===== src/rtl/ul_dfe_ant_sched_pkg.sv =====
// ul_dfe_ant_sched_pkg: shared state enum, sample type and next-enabled-antenna search
package ul_dfe_ant_sched_pkg;
  localparam int MAX_ANT = 8;
  localparam int DEF_PRECISION = 16;
  typedef enum logic [1:0] {IDLE, ALIGN, EMIT, APPLY} state_e;
  typedef logic [2*DEF_PRECISION-1:0] sample_t;
  function automatic logic [3:0] next_idx(input logic [MAX_ANT-1:0] mask, input logic [3:0] from);
    next_idx = 4'(MAX_ANT);
    for (int i = MAX_ANT - 1; i >= 0; i--) if (mask[i] && 4'(i) >= from) next_idx = 4'(i);
  endfunction
endpackage


===== src/rtl/ul_dfe_ant_sched_fifo.sv =====
// ul_dfe_ant_sched_fifo: show-ahead sync FIFO (clk_4x, rst_4x, flush, wr/din, rd/dout, full, empty, multi = holds 2+ entries)
module ul_dfe_ant_sched_fifo #(
  parameter int W = 32,
  parameter int DEPTH = 4
) (
  input  logic         clk_4x,
  input  logic         rst_4x,
  input  logic         flush,
  input  logic         wr,
  input  logic [W-1:0] din,
  input  logic         rd,
  output logic [W-1:0] dout,
  output logic         full,
  output logic         empty,
  output logic         multi
);
  localparam int AW = $clog2(DEPTH);
  logic [W-1:0] mem [DEPTH];
  logic [AW-1:0] wp, rp;
  logic [AW:0] cnt;
  logic do_rd, do_wr;
  assign do_rd = rd & ~empty;
  assign do_wr = wr & (~full | do_rd);
  assign full = cnt == (AW+1)'(DEPTH);
  assign empty = cnt == '0;
  assign multi = cnt > (AW+1)'(1);
  assign dout = mem[rp];
  always_ff @(posedge clk_4x)
    if (do_wr) mem[wp] <= din;
  always_ff @(posedge clk_4x) begin
    if (rst_4x || flush) begin
      wp <= '0;
      rp <= '0;
      cnt <= '0;
    end else begin
      wp <= do_wr ? wp + AW'(1) : wp;
      rp <= do_rd ? rp + AW'(1) : rp;
      cnt <= cnt + (AW+1)'(do_wr) - (AW+1)'(do_rd);
    end
  end
endmodule


===== src/rtl/ul_dfe_ant_tdm_sched.sv =====
// ul_dfe_ant_tdm_sched: per-antenna FIFOs aligned into one AXI-stream (cfg_*, clr_ovf, s_tvalid/s_tdata in; m_t* out with m_tready; active_mask, ovf_sticky status)
module ul_dfe_ant_tdm_sched
  import ul_dfe_ant_sched_pkg::*;
#(
  parameter int N_ANTENNAS = 4,
  parameter int PRECISION = 16,
  parameter int USR_ID_BW = 2,
  parameter int FIFO_DEPTH = 4
) (
  input  logic                                    clk_4x,
  input  logic                                    rst_4x,
  input  logic [N_ANTENNAS-1:0]                   cfg_ant_en,
  input  logic                                    cfg_update,
  input  logic                                    clr_ovf,
  input  logic [N_ANTENNAS-1:0]                   s_tvalid,
  input  logic [N_ANTENNAS-1:0][2*PRECISION-1:0]  s_tdata,
  output logic                                    m_tvalid,
  input  logic                                    m_tready,
  output logic [2*PRECISION-1:0]                  m_tdata,
  output logic [USR_ID_BW-1:0]                    m_tuser,
  output logic                                    m_tlast,
  output logic [N_ANTENNAS-1:0]                   active_mask,
  output logic [N_ANTENNAS-1:0]                   ovf_sticky
);
  state_e state, state_nxt;
  logic pend, pend_now, hs, flush, load, clr_valid, ld_last, rdy_now, rdy_next;
  logic [N_ANTENNAS-1:0] pend_mask, wr, pop, full, empty, multi;
  logic [2*PRECISION-1:0] dout [N_ANTENNAS];
  logic [2*PRECISION-1:0] ld_data;
  logic [MAX_ANT-1:0] mask8;
  logic [3:0] first_idx, nxt_idx, ld_idx;
  assign hs = m_tvalid & m_tready;
  assign wr = s_tvalid & active_mask;
  assign flush = state == APPLY;
  assign pend_now = pend | cfg_update;
  assign mask8 = MAX_ANT'(active_mask);
  assign first_idx = next_idx(mask8, 4'd0);
  assign nxt_idx = next_idx(mask8, 4'(m_tuser) + 4'd1);
  assign ld_last = next_idx(mask8, ld_idx + 4'd1) == 4'(MAX_ANT);
  assign rdy_now = ~|(active_mask & empty);
  // the lane being popped on the closing beat must still hold its next-round sample
  assign rdy_next = ~|(active_mask & ((pop & ~multi) | (~pop & empty)));
  for (genvar a = 0; a < N_ANTENNAS; a++) begin : g_lane
    assign pop[a] = hs && m_tuser == USR_ID_BW'(a);
    ul_dfe_ant_sched_fifo #(.W(2*PRECISION), .DEPTH(FIFO_DEPTH)) u_fifo (
      .clk_4x(clk_4x),
      .rst_4x(rst_4x),
      .flush(flush),
      .wr(wr[a]),
      .din(s_tdata[a]),
      .rd(pop[a]),
      .dout(dout[a]),
      .full(full[a]),
      .empty(empty[a]),
      .multi(multi[a])
    );
  end
  always_comb begin
    ld_data = '0;
    for (int i = 0; i < N_ANTENNAS; i++) if (ld_idx == 4'(i)) ld_data = dout[i];
  end
  always_comb begin
    state_nxt = state;
    load = 1'b0;
    clr_valid = 1'b0;
    ld_idx = first_idx;
    case (state)
      IDLE: state_nxt = pend_now ? APPLY : IDLE;
      ALIGN: begin
        if (pend_now) state_nxt = APPLY;
        else if (rdy_now) begin
          state_nxt = EMIT;
          load = 1'b1;
        end
      end
      EMIT: begin
        if (hs) begin
          if (!m_tlast) begin
            load = 1'b1;
            ld_idx = nxt_idx;
          end else if (pend_now) begin
            state_nxt = APPLY;
            clr_valid = 1'b1;
          end else if (rdy_next) load = 1'b1;
          else begin
            state_nxt = ALIGN;
            clr_valid = 1'b1;
          end
        end
      end
      APPLY: state_nxt = |pend_mask ? ALIGN : IDLE;
      default: state_nxt = IDLE;
    endcase
  end
  always_ff @(posedge clk_4x) begin
    if (rst_4x) begin
      state <= IDLE;
      pend <= 1'b0;
      pend_mask <= '0;
      active_mask <= '0;
      ovf_sticky <= '0;
      m_tvalid <= 1'b0;
      m_tdata <= '0;
      m_tuser <= '0;
      m_tlast <= 1'b0;
    end else begin
      state <= state_nxt;
      pend <= cfg_update | (pend & ~flush);
      pend_mask <= cfg_update ? cfg_ant_en : pend_mask;
      active_mask <= flush ? pend_mask : active_mask;
      // a fresh overflow beats a simultaneous clear
      ovf_sticky <= (ovf_sticky & ~{N_ANTENNAS{clr_ovf}}) | (wr & full & ~pop & ~{N_ANTENNAS{flush}});
      if (load) begin
        m_tvalid <= 1'b1;
        m_tdata <= ld_data;
        m_tuser <= USR_ID_BW'(ld_idx);
        m_tlast <= ld_last;
      end else if (clr_valid) m_tvalid <= 1'b0;
    end
  end
endmodule


===== config.mk =====
export PLATFORM = sky130hd
export DESIGN_NAME = ul_dfe_ant_tdm_sched
export DESIGN_NICKNAME = d
export VERILOG_FILES = /design/src/rtl/ul_dfe_ant_sched_pkg.sv /design/src/rtl/ul_dfe_ant_sched_fifo.sv /design/src/rtl/ul_dfe_ant_tdm_sched.sv
export SDC_FILE = /design/constraint.sdc
export NUM_CORES = 1
export LEC_CHECK = 0
export BUFFER_PORTS_ARGS = -buffer_cell sky130_fd_sc_hd__buf_2
export CAP_MARGIN = 25
export CORE_AREA = 2 2 235 237
export CTS_BUF_LIST = sky130_fd_sc_hd__clkbuf_8
export CTS_CLUSTER_SIZE = 24
export DETAILED_ROUTE_END_ITERATION = 8
export DIE_AREA = 0 0 237 239
export PLACE_DENSITY = 0.67
export REMOVE_ABC_BUFFERS = 1
export SLEW_MARGIN = 20
export SYNTH_ARGS = -nofsm -noshare
export SYNTH_HDL_FRONTEND = slang
export SYNTH_HIERARCHICAL = 1
export SYNTH_SLANG_ARGS = --single-unit

===== constraint.sdc =====
create_clock -name clk_4x -period 2.7 [get_ports clk_4x]
set_clock_uncertainty 0.05 [all_clocks]
set_input_delay 0.135 -clock clk_4x [delete_from_list [all_inputs] [get_ports clk_4x]]
set_output_delay 0.135 -clock clk_4x [all_outputs]
set_load 0.005 [all_outputs]

-- After elaboration in Yosys (flattened, before gate mapping)
Memory sizes are Yosys's and may differ from the RTL's. A register that Yosys moved wholly into a read port is not among the register bits.
Cells that the tools add are included.
- bits in registers: 79
- bits in writable memories: 512
- bits of input ports: 141
- word-level logic and storage cells: 196
- memories: 4
- add/sub/neg operators: 18
- magnitude comparators: 12
- equal/unequal tests: 18
- muxes and demuxes: 58
- bitwise gates (word level): 40
- reduce and logical (&&, ||, !) cells: 25
- memories (memory ; depth ; bits a word ; read ports ; clocked after Yosys merged registers in ; wr ports ; RTL line ; RTL):
    g_lane[0].u_fifo.mem ; 4 ; 32 ; 1 ; 1 ; 1 ; ul_dfe_ant_sched_fifo.sv:18 ; logic [W-1:0] mem [DEPTH];
    g_lane[1].u_fifo.mem ; 4 ; 32 ; 1 ; 1 ; 1 ; ul_dfe_ant_sched_fifo.sv:18 ;
    g_lane[2].u_fifo.mem ; 4 ; 32 ; 1 ; 1 ; 1 ; ul_dfe_ant_sched_fifo.sv:18 ;
    g_lane[3].u_fifo.mem ; 4 ; 32 ; 1 ; 1 ; 1 ; ul_dfe_ant_sched_fifo.sv:18 ;
- operators by type and width (operator ; number):
    $mux 32 ; 4
    $mux 4 ; 15
    $and 4x4->4 ; 9
    $mux 2 ; 15
    $mux 1 ; 22
    $add 2x1->2 const B ; 8
    $not 4->4 ; 4
    $add 3x1->3 ; 4
    $eq 3x3->1 const B ; 4
    $gt 3x1->1 const B ; 4
    $logic_and 1x1->1 ; 12
    $logic_not 3->1 ; 4
    $reduce_or 4->1 ; 3
    $sub 3x1->3 ; 4
    $and 1x1->1 ; 10
    $not 1->1 ; 9
    $eq 2x2->1 const B ; 4
    $eq 4x2->1 const B ; 2
    $ge 1x4->1 const A ; 2
    $ge 2x4->1 const A ; 2
    $or 4x4->4 ; 2
    $pmux 2 s4 ; 1
    $ge 1x3->1 const A ; 2
    $ge 2x3->1 const A ; 2
    other kinds (14) ; 23

-- Longest topological paths before layout
- depth in word-level cells: 18
- gate-level depth with buffers: 16

-- Modules after synthesis
The synthesis kept the hierarchy.
- by module, submodules not included (module ; times used ; cells each ; area an instance (um2)):
    ul_dfe_ant_sched_fifo ; 4 ; 218 ; 5104.9
    ul_dfe_ant_tdm_sched ; 1 ; 496 ; 3634.7

-- Worst setup path before layout
OpenSTA, ideal clock, no wires.
- path type: register -> register
- from: reg state[0]
- to: reg m_tdata[10]
- library setup time: 0.132 ns
- arrival: 2.792 ns
- slack: -0.274 ns
- cell stages (with the launch flop): 15
- buffers on the path: 2
- clock period less this slack: 2.974 ns
- cells stage by stage: dfxtp_1 > inv_1 > ha_1 > nand4b_2 > nand2_1 > a21oi_1 > a2bb2oi_1 > inv_1 > ha_1 > clkbuf_1 > clkbuf_1 > a211oi_1 > nor3_1 > a311oi_1 > nor3_1
- longest elaborated chain between the ends: 7
- elaborated cells on any way between the ends: 12
- ends and longest elaborated chain (item ; RTL line ; RTL):
    start: declaration ; ul_dfe_ant_tdm_sched.sv:25 ; state_e state, state_nxt;
    start signal: assignment ; ul_dfe_ant_tdm_sched.sv:107 ; state <= state_nxt;
    $eq 2x2->1 (*) ; ul_dfe_ant_tdm_sched.sv:67 ; case (state)
    $mux 4 (*) ; ul_dfe_ant_tdm_sched.sv:67 ;
    via ld_idx[1] ; ul_dfe_ant_tdm_sched.sv:31 ; logic [3:0] first_idx, nxt_idx, ld_idx;
    $logic_not 4->1 ; ul_dfe_ant_tdm_sched.sv:60 ; for (int i = 0; i < N_ANTENNAS; i++) if (ld_idx == 4'(i)) ld_data = dout[i];
    $mux 32 (3 in a row) ; ul_dfe_ant_tdm_sched.sv:60 ;
    $mux 32 (*) ; ul_dfe_ant_tdm_sched.sv:60 ;
    end signal: assignment ; ul_dfe_ant_tdm_sched.sv:115 ; m_tdata <= ld_data;
    end: declaration ; ul_dfe_ant_tdm_sched.sv:19 ; output logic [2*PRECISION-1:0] m_tdata,
Mark *: on every way through the listed nets, which the timed path passes. The rest lies on a longest branch.
A chain may end at the register's enable or synchronous reset.

-- Final worst setup path
- from: reg state[0]
- to: reg m_tdata[15]
The elaborated chain is that of the path after synthesis.

==> summary.md <==
| Metric | Value |
|---|---|
| IO Count | between 150 and 200 |
| Hold WC Path Type | in2reg |
| DR iter-0 viols | between 1k and 1.5k |
| # setup viols final | 14 |
| Drc violations | 0 |
| Clk_lat worst skew | roughly 0.67 ns |
| Initial antenna violation count | 5 |
| Share of the synthesized area in the top cell type | 63.9% |
| Prevailing post-synth register cell | edfxtp_1 |
| GRT Total Usage | between 20% and 30% |
| Mapped cell area | approximately 24,000 um^2 |
| Post-layout instance area | 30,300 um^2 |
| Clock buffer count from CTS | 93 |
| H-tree levels | 3 |
| Max Cap Violations | 0 |
| Detail Placement HPWL | a little under 40 mm |
| Fraction of registers with async set or reset after synthesis | 0% |
| Worst-path maximum fanout | 7 |
| Placed instance area | about 26,000 um^2 |
| Peak supply drop | 0.000363 V |
| Gate Count Post-Synth | approximately 1.4k |
| Starting Density | between 40% and 50% |
| CP required | 3.17 ns |
| Drt wl/cell | 23.1 um |
| First drt pass iteration count | 5 |
| Width of the die | 237 um |
| Netlist cell types | 60 |
| Clock tree from TritonCTS | yes |
| GP Congestion | 0.840 |
| Clock sink count | 599 |
| Largest net degree at the start of global routing | 68 |
| Period minus WS final | 2.78 ns |
| Layout area overhead | 25.9% |
| Die ar. | about 57,000 um^2 |
| Post-place setup slack | -0.428 ns |
| Via count | about 14k |
| Hold Vio Cnt, Final | 0 |
| Status | complete, but fails checks |
| Leakage | 10.6 nW |
| Dominant cells by area after synthesis | edfxtp_1 64%, mux4_2 12%, dfxtp_1 7.2% |
| Final worst-path cycle share | 103% |
| EDFF count, synth | approximately 510 |
| CP arrival | between 3 and 4 ns |
| CTS max path bufs | 3 |
| Sequential area share after synthesis | a little under three quarters |
| Fin util | approximately 56% |
| PwrDens | ~630 nW/um^2 |
| Fmax achieved | roughly 360 MHz |
| Worst Tran Pin Value | just over 1 ns |
| Max-slew violation count | 0 |
| Rel. slew slack | around 32% |
| Share of cells above drive strength 1 | approximately 34% |
| Vias in the first global route | 14.4k |
| Clock transition at path regs | ~0.060 ns |
| Fin nets | about 2.0k |
| Unrepaired setup endpoints after global routing | true |
| Ys Warns | 6 |
| Mean post-synth cell area | 17.6 um^2 |
| Port Buffers | 184 |
| Failing checks | setup timing |
| Die H | about 240 um |
| Setup_tns | -0.410 ns |
| Final setup margin | -0.0834 ns |
| First-pass GRT wire length | 88.5 mm |
| Area leader, netlist | edfxtp_1 |
| Vias per inst | around 5.5 |
| Critical Path End Type | flip-flop |
| Post-DRT Antenna Nets | 0 |
| Most frequent cells in the layout | 512 x edfxtp_1, 184 x buf_2, 144 x dlygate4sd3_1, 128 x mux4_2, 102 x clkbuf_8 |
| WS Path Type | reg2reg |
| Synth Register Bits | about 600 |
| Global route overflow | 0 |
| Root Buffer | clkbuf_8 |
| Core ar. | roughly 54,000 um^2 |
| Leading cell type in the layout, fill and taps excluded | edfxtp_1 |
| Total wire length | 59.9 mm |
| Crit start category | flip-flop |
| Row count | between 80 and 90 |
==> stage by stage <==
| step | total power (W) | hold slack [ns] | instances |
|---|---|---|---|
| after global placement | 0.0116 | 0.296 | 2279 |
| after CTS | 0.0191 | 0.00988 | 2590 |
| final | 0.0190 | 0.0790 | 2593 |
| after global routing | 0.0197 | 0.0625 | 2593 |
| after floorplan | 0.0110 | 0.154 | 1289 |
| after detailed placement | 0.0117 | 0.300 | 2279 |
==> worst max-delay path, cell delays in order (launching register included) <==
cell	delay [ns]
dfxtp_2	0.34
inv_2	0.05
ha_4	0.16
nand4b_4	0.15
nand2_4	0.07
a21oi_2	0.16
a2bb2oi_2	0.20
buf_4	0.17
ha_4	0.13
a21bo_4	0.28
clkbuf_16	0.19
nor3_2	0.13
buf_4	0.16
nor3_2	0.05
a311oi_2	0.26
nor3_1	0.08
==> layer usage <==
layer  wire, um  GRT usage [%]  vias up
met2      29500           34.4      515
met3       4280           4.79       88
met5         23              0        -
met1      24600           28.2     7282
li1           -              -     6352
met4       1580           7.81        6
==> area by class of cell <==
class / instances / area (um^2)
diodes: 2 / 5.00
multi-input cells: 659 / 6970
clock buffers: 102 / 1400
fillers: 4183 / 24000
clock inverters: 64 / 330
repair buffers: 432 / 3460
inverters: 31 / 116
flip-flops and latches: 599 / 17100
well taps: 704 / 881
==> synthesized netlist by cell type (7+ instances only) <==
master and instances:
nor3_1 120, xor2_1 12, mux2i_1 21, and3_1 16
inv_1 30, nor2_1 55, edfxtp_1 512, buf_4 7
clkbuf_1 28, nand3_1 7, mux4_2 128, a21oi_1 14
a311oi_1 32, and2_1 13, nand2_1 68, buf_2 26
dfxtp_1 87, nor2b_1 36, buf_1 8, buf_6 10
ha_1 34, a211oi_1 33
==> power by group <==
group / total (W) / switching (W) / internal [W] / leakage (nW)
combinational: 0.00163 / 0.000868 / 0.000762 / 4.22
clock: 0.00712 / 0.00345 / 0.00367 / 1.03
sequential: 0.0102 / 0.0000905 / 0.0101 / 5.31
==> kinds of logic after synthesis <==
family / count (synthesis) / synth area share [%]
flip-flops: 599 / 71.2
AO/OA/AOI/OAI: 112 / 3.68
buffers and inverters: 110 / 2.27
AND/OR/NAND/NOR: 348 / 7.50
multiplexers: 149 / 12.9
XOR/XNOR: 12 / 0.437
adder cells (fa/ha/maj): 38 / 2.10
==> state kept, by name (all words and copies together), names as in the netlist, 2 cells and up, named ones only <==
name and flops:
g_lane.u_fifo/cnt 12, g_lane.u_fifo/mem 512, g_lane.u_fifo/rp 8, active_mask 4, ovf_sticky 4, g_lane.u_fifo/wp 8, pend_mask 4, m_tuser 2
m_tdata 32, state 2
==> worst paths after layout <==
path	startpoint	to	slack, ns	cells after the start
max	state[0]	m_tdata[15]	-0.08	15
min reg2reg	ovf_sticky[1]	ovf_sticky[1]	0.42	2
max reg2reg	state[0]	m_tdata[15]	-0.08	15
min	rst_4x	ovf_sticky[0]	0.08	2
==> timing repair <==
action,in CTS,in global routing
hold buffers,144,0
pin swaps,19,35
resized for setup,55,63
setup endpoints to repair,33,34
hold endpoints to repair,530,0
buffers inserted,1,3
cloned,1,2
(Power assumes the default switching activity.)
